$ cat config.mk
export PLATFORM = sky130hd
export DESIGN_NAME = mem_bist_ctrl
export DESIGN_NICKNAME = d
export VERILOG_FILES = /design/src/rtl/mem_bist_ctrl.sv
export SDC_FILE = /design/constraint.sdc
export NUM_CORES = 1
export LEC_CHECK = 0
export BUFFER_PORTS_ARGS = -buffer_cell sky130_fd_sc_hd__buf_2
export CAP_MARGIN = 10
export CELL_PAD_IN_SITES_DETAIL_PLACEMENT = 0
export CELL_PAD_IN_SITES_GLOBAL_PLACEMENT = 2
export CORE_MARGIN = 2
export CORE_UTILIZATION = 30
export DETAILED_ROUTE_END_ITERATION = 6
export PLACE_DENSITY = 0.77
export SLEW_MARGIN = 40
export SYNTH_ARGS = -nofsm -noshare
export SYNTH_HDL_FRONTEND = slang
export SYNTH_SLANG_ARGS = --single-unit
$ cat constraint.sdc
create_clock -name clk -period 3.3 [get_ports clk]
set_clock_uncertainty 0.2 [all_clocks]
set_input_delay 0.165 -clock clk [delete_from_list [all_inputs] [get_ports clk]]
set_output_delay 0.165 -clock clk [all_outputs]
set_load 0.01 [all_outputs]
$ cat src/rtl/mem_bist_ctrl.sv
// mem_bist_ctrl: march-style BIST controller and host/controller arbiter for reg_mem
module mem_bist_ctrl #(
  parameter int DATA_WIDTH = 8,
  parameter int ADDR_BITS  = 5,
  parameter int ERR_W      = 8
) (
  input  logic                  clk,
  input  logic                  rst_n,
  input  logic                  start,
  input  logic [DATA_WIDTH-1:0] seed,
  input  logic [ADDR_BITS-1:0]  host_addr,
  input  logic [DATA_WIDTH-1:0] host_din,
  input  logic                  host_wen,
  output logic [ADDR_BITS-1:0]  mem_addr,
  output logic [DATA_WIDTH-1:0] mem_din,
  output logic                  mem_wen,
  input  logic [DATA_WIDTH-1:0] mem_dout,
  output logic                  busy,
  output logic                  done,
  output logic                  pass,
  output logic [ERR_W-1:0]      err_count,
  output logic                  first_err_valid,
  output logic [ADDR_BITS-1:0]  first_err_addr,
  output logic                  first_err_phase
);
  typedef enum logic [2:0] {IDLE, W0, R0, W1, R1, DONE} state_t;
  state_t state, next_phase;
  logic [ADDR_BITS-1:0] cnt;
  logic [DATA_WIDTH-1:0] seed_q, pat, exp_d;
  logic ctl, inv, rd, miss, wrap;
  assign pat = DATA_WIDTH'(cnt) + seed_q;
  assign inv = state == W1 || state == R1;
  assign exp_d = inv ? ~pat : pat;
  assign rd = state == R0 || state == R1;
  assign miss = rd && mem_dout != exp_d;
  assign wrap = cnt == '1;
  // reset takes the port away from the controller at once so no write lands on the aborting edge
  assign ctl = busy && rst_n;
  assign mem_addr = ctl ? cnt : host_addr;
  assign mem_din = ctl ? exp_d : host_din;
  assign mem_wen = ctl ? (state == W0 || state == W1) : host_wen;
  assign next_phase = state == W0 ? R0 : state == R0 ? W1 : state == W1 ? R1 : DONE;
  // sequencer: start acceptance, phase sweep, error capture and final verdict
  always_ff @(posedge clk) begin
    if (!rst_n) begin
      state <= IDLE;
      cnt <= '0;
      seed_q <= '0;
      busy <= 1'b0;
      done <= 1'b0;
      pass <= 1'b0;
      err_count <= '0;
      first_err_valid <= 1'b0;
      first_err_addr <= '0;
      first_err_phase <= 1'b0;
    end else begin
      case (state)
        IDLE, DONE: begin
          if (start) begin
            state <= W0;
            seed_q <= seed;
            cnt <= '0;
            busy <= 1'b1;
            done <= 1'b0;
            pass <= 1'b0;
            err_count <= '0;
            first_err_valid <= 1'b0;
            first_err_addr <= '0;
            first_err_phase <= 1'b0;
          end
        end
        default: begin
          cnt <= cnt + 1'b1;
          if (miss) begin
            if (err_count != '1) err_count <= err_count + 1'b1;
            if (!first_err_valid) begin
              first_err_valid <= 1'b1;
              first_err_addr <= cnt;
              first_err_phase <= inv;
            end
          end
          if (wrap) begin
            state <= next_phase;
            if (state == R1) begin
              busy <= 1'b0;
              done <= 1'b1;
              pass <= !(first_err_valid || miss);
            end
          end
        end
      endcase
    end
  end
endmodule
==> metrics.yaml <==
setup_path:
  startpoint_type: "flip-flop"
  cp.required_ns: 3.28
  timing.rr.start: "cnt[0]$_SDFFE_PN0P_"
  critPathSlowestCell: "fa_1"
  r2r_cells: 10
  worst-path-max-fanout: 7
  end_kind: "flip-flop"
  critical_path_arrival_ns: 3.11
  crit_path_cell_trace: "ha_1 -> fa_1 -> a21o_1 -> a22oi_2 -> xnor3_1 -> xnor2_2 -> nor3_4 -> and2_2 -> nor3_4 -> a22o_1"
  worst_r2r_endpoint: "first_err_addr[0]$_SDFFE_PN0P_"
  cp_top_family: "simple AND/OR/NAND/NOR gates"
  worstSetupPathType: "flip-flop to flip-flop"
  crit_path_frequent_cell: "nor3_4"
  crit_cells: 10
  r2r_slack_ns: 0.17
  cp_num_buf_inv: 0
  slowest_delay_ns: 0.41
pwr:
  swShare_pct: 28.75
  power_density_mw_per_mm2: 325.6
  power_frac_seq_pct: 45.2
  switchingPower_w: 0.0002780
  clkPwrFrac_pct: 33.6
  power_w: 0.0009671
  power.leakage_nw: 1.350
  ir_drop_mv: 0.1587
  p_int_w: 0.0006890
  comb_power_share_pct: 21.2
sta:
  final_hold_viol_count: 0
  finalCritPeriodShare_pct: 94.74
  worstMarginPinSlew_ns: 0.7407
  setup_viol_count_final: 0
  whs_ns: 0.1613
  report.final.slew_viol_count: 0
  final.min_clock_period_ns: 3.126
  max_freq_mhz: 319.9
  rsz0062_at_grt: "no"
  setup_tns_ns: 0
  slew_headroom_pct: 50.50
min_path:
  hold-path-endpoint: "cnt[0]$_SDFFE_PN0P_"
  holdCritPathClass: "input port to flip-flop"
  hold_start: "start"
  whs_path_depth: 3
place:
  hpwl_um: 4874
  gp_congestion: 0.7885
  port_buffers: 64
global_routing:
  grt_pass1_wl_um: 10090
  grt_use_total_pct: 15.05
  grt-ovfl-total: 0
  grt_antenna_before_repair: 0
  grt_pass1_vias: 1934
  grt_max_degree: 35
synth:
  synth-edff-count: 0
  ys_ff_latch: 34
  ys_seq_area_share_pct: 29.33
  ys_warn_count: 0
  synthCells: 269
  synth_fp_nets: 311
  synth_common_cells: "nand2_1, dfxtp_1, a21oi_1"
  async_reset_ff_share_pct: 0
  netlist.area_leader.share_pct: 29.33
  synth_top_area_cell: "dfxtp_1"
  synth_most_common_cell: "nand2_1"
  mappedNetlistArea_sq_mm: 0.002321
  synth.top_cells.by_area: "dfxtp_1, nand2_1, ha_1"
  synth_flop_cell: "dfxtp_1"
  synth_cell_type_count: 66
  syn_area_per_cell_sq_um: 8.628
cts:
  cts_setup_buffers: 0
  clock_sinks: 34
  clockRootBuffer: "clkbuf_8"
  insertion_delay_ns: 0.29
  htreeDepth: 2
  clkTransAtPathRegs_ns: 0.07
  cts_buffer_depth: 2
  cts_tree: "yes"
  numCtsBuffers: 5
floorplan:
  die_h_um: 91.96
  die_area_sq_mm: 0.008456
  row_count: 32
  pin_count: 65
  coreArea_sq_mm: 0.007607
  dieWidth_um: 91.96
  start_util_pct: 30.51
detailed_routing:
  drtPass1Iterations: 4
  post_drt_wl_per_cell_um: 14.31
  ant_nets: 0
  drc: 0
  avgViaCountPerCell: 4.777
  drt_first_iter_violations: 116
  routed_wl_um: 6413
  vias: 2140
layout:
  n_antenna_cell: 0
  fin_nets: 387
  area_delta_synth_final_pct: 27.98
  layout-drive-gt1-share_pct: 30.92
run:
  cap_violations: 0
outcome:
  status: "finished, final reports clean"
## metal layers
layer  wire length, um  up-vias  track usage [%]
li1                  -     1123                -
met1              3316      967            21.82
met2              2831       45            23.35
met3               211        5            2.629
met4                53        0            3.358
met5                 0        -                0
## flip-flops by register name, summed over array words and instances (netlist names), 2 cells and up, named ones only
name,flops
cnt,5
state,2
first_err_addr,5
seed_q,8
err_count,8
## cell families (layout without fill, tap and decap cells)
| group | Yosys count | after routing | share of synthesized area [%] |
|---|---|---|---|
| and+or+nand+nor | 98 | 98 | 22.59 |
| AOI/OAI and AO/OA | 79 | 79 | 23.77 |
| DFF | 34 | 34 | 29.33 |
| xor gates and xnor gates | 21 | 21 | 11.59 |
| buffers and inverters | 20 | 97 | 3.773 |
| adders and majority gates | 9 | 9 | 5.175 |
| muxes | 8 | 8 | 3.773 |
## worst max path at each step
stage | start | end | slack, ns
after floorplan | cnt[0]$_SDFFE_PN0P_ | err_count[3]$_SDFFE_PN0P_ | 0.30
after CTS | cnt[0]$_SDFFE_PN0P_ | first_err_addr[0]$_SDFFE_PN0P_ | 0.12
after global placement | cnt[0]$_SDFFE_PN0P_ | first_err_addr[1]$_SDFFE_PN0P_ | 0.21
after detailed placement | cnt[0]$_SDFFE_PN0P_ | first_err_addr[0]$_SDFFE_PN0P_ | 0.13
after global routing | cnt[0]$_SDFFE_PN0P_ | err_count[5]$_SDFFE_PN0P_ | 0.008
final | cnt[0]$_SDFFE_PN0P_ | first_err_addr[0]$_SDFFE_PN0P_ | 0.17
## area by class of cell
class,count,area [sq um]
fillers,826,4637
multi-input cells,215,1554
inverters,3,11.26
clock buffers,7,86.33
clock inverters,1,5.005
repair buffers,86,505.5
well taps,102,127.6
flip-flops and latches,34,680.7
## layout by cell type (no fill, tap or decap), types with 10 or more instances in the layout
| master | Yosys | final |
|---|---|---|
| buf_4 | 1 | 14 |
| buf_2 | 1 | 64 |
| nand2_1 | 41 | 41 |
| dfxtp_1 | 34 | 34 |
| a21oi_1 | 18 | 18 |
| o21ai_0 | 16 | 16 |
| a21boi_0 | 10 | 10 |
| nor2_1 | 11 | 11 |
| xnor2_1 | 11 | 11 |
## worst reg2reg max path: cells and delay by family (launching register included)
family                     cells  cell delay [ns]
xor gates and xnor gates       2             0.55
and+or+nand+nor                3             0.72
adders and majority gates      2             0.63
AOI/OAI and AO/OA              3             0.59
DFF                            1             0.32
## metrics by stage
stage | utilization (%) | setup WS (ns) | instances | cell area (sq um)
floorplan | - | 0.3045 | 269 | 2321
global placement | 36.78 | 0.2067 | 432 | 2798
detailed placement | 36.78 | 0.1269 | 432 | 2798
CTS | 39.03 | 0.1193 | 448 | 2969
global route | 39.05 | 0.007749 | 448 | 2970
finish | 39.05 | 0.1736 | 448 | 2970
## power by group through the flow
stage	clock (W)	combinational, W	sequential, W
floorplan	0	0.000127	0.000445
global placement	0	0.000198	0.000446
detailed placement	0	0.000200	0.000446
CTS	0.000333	0.000207	0.000437
global route	0.000349	0.000226	0.000439
finish	0.000325	0.000205	0.000437
## timing repair
action,in CTS,in global routing
gates resized for setup,0,1
endpoints found under the setup margin,0,6
hold endpoints to repair,8,0
hold buffers,8,0
Power figures use the tool's default switching activity.
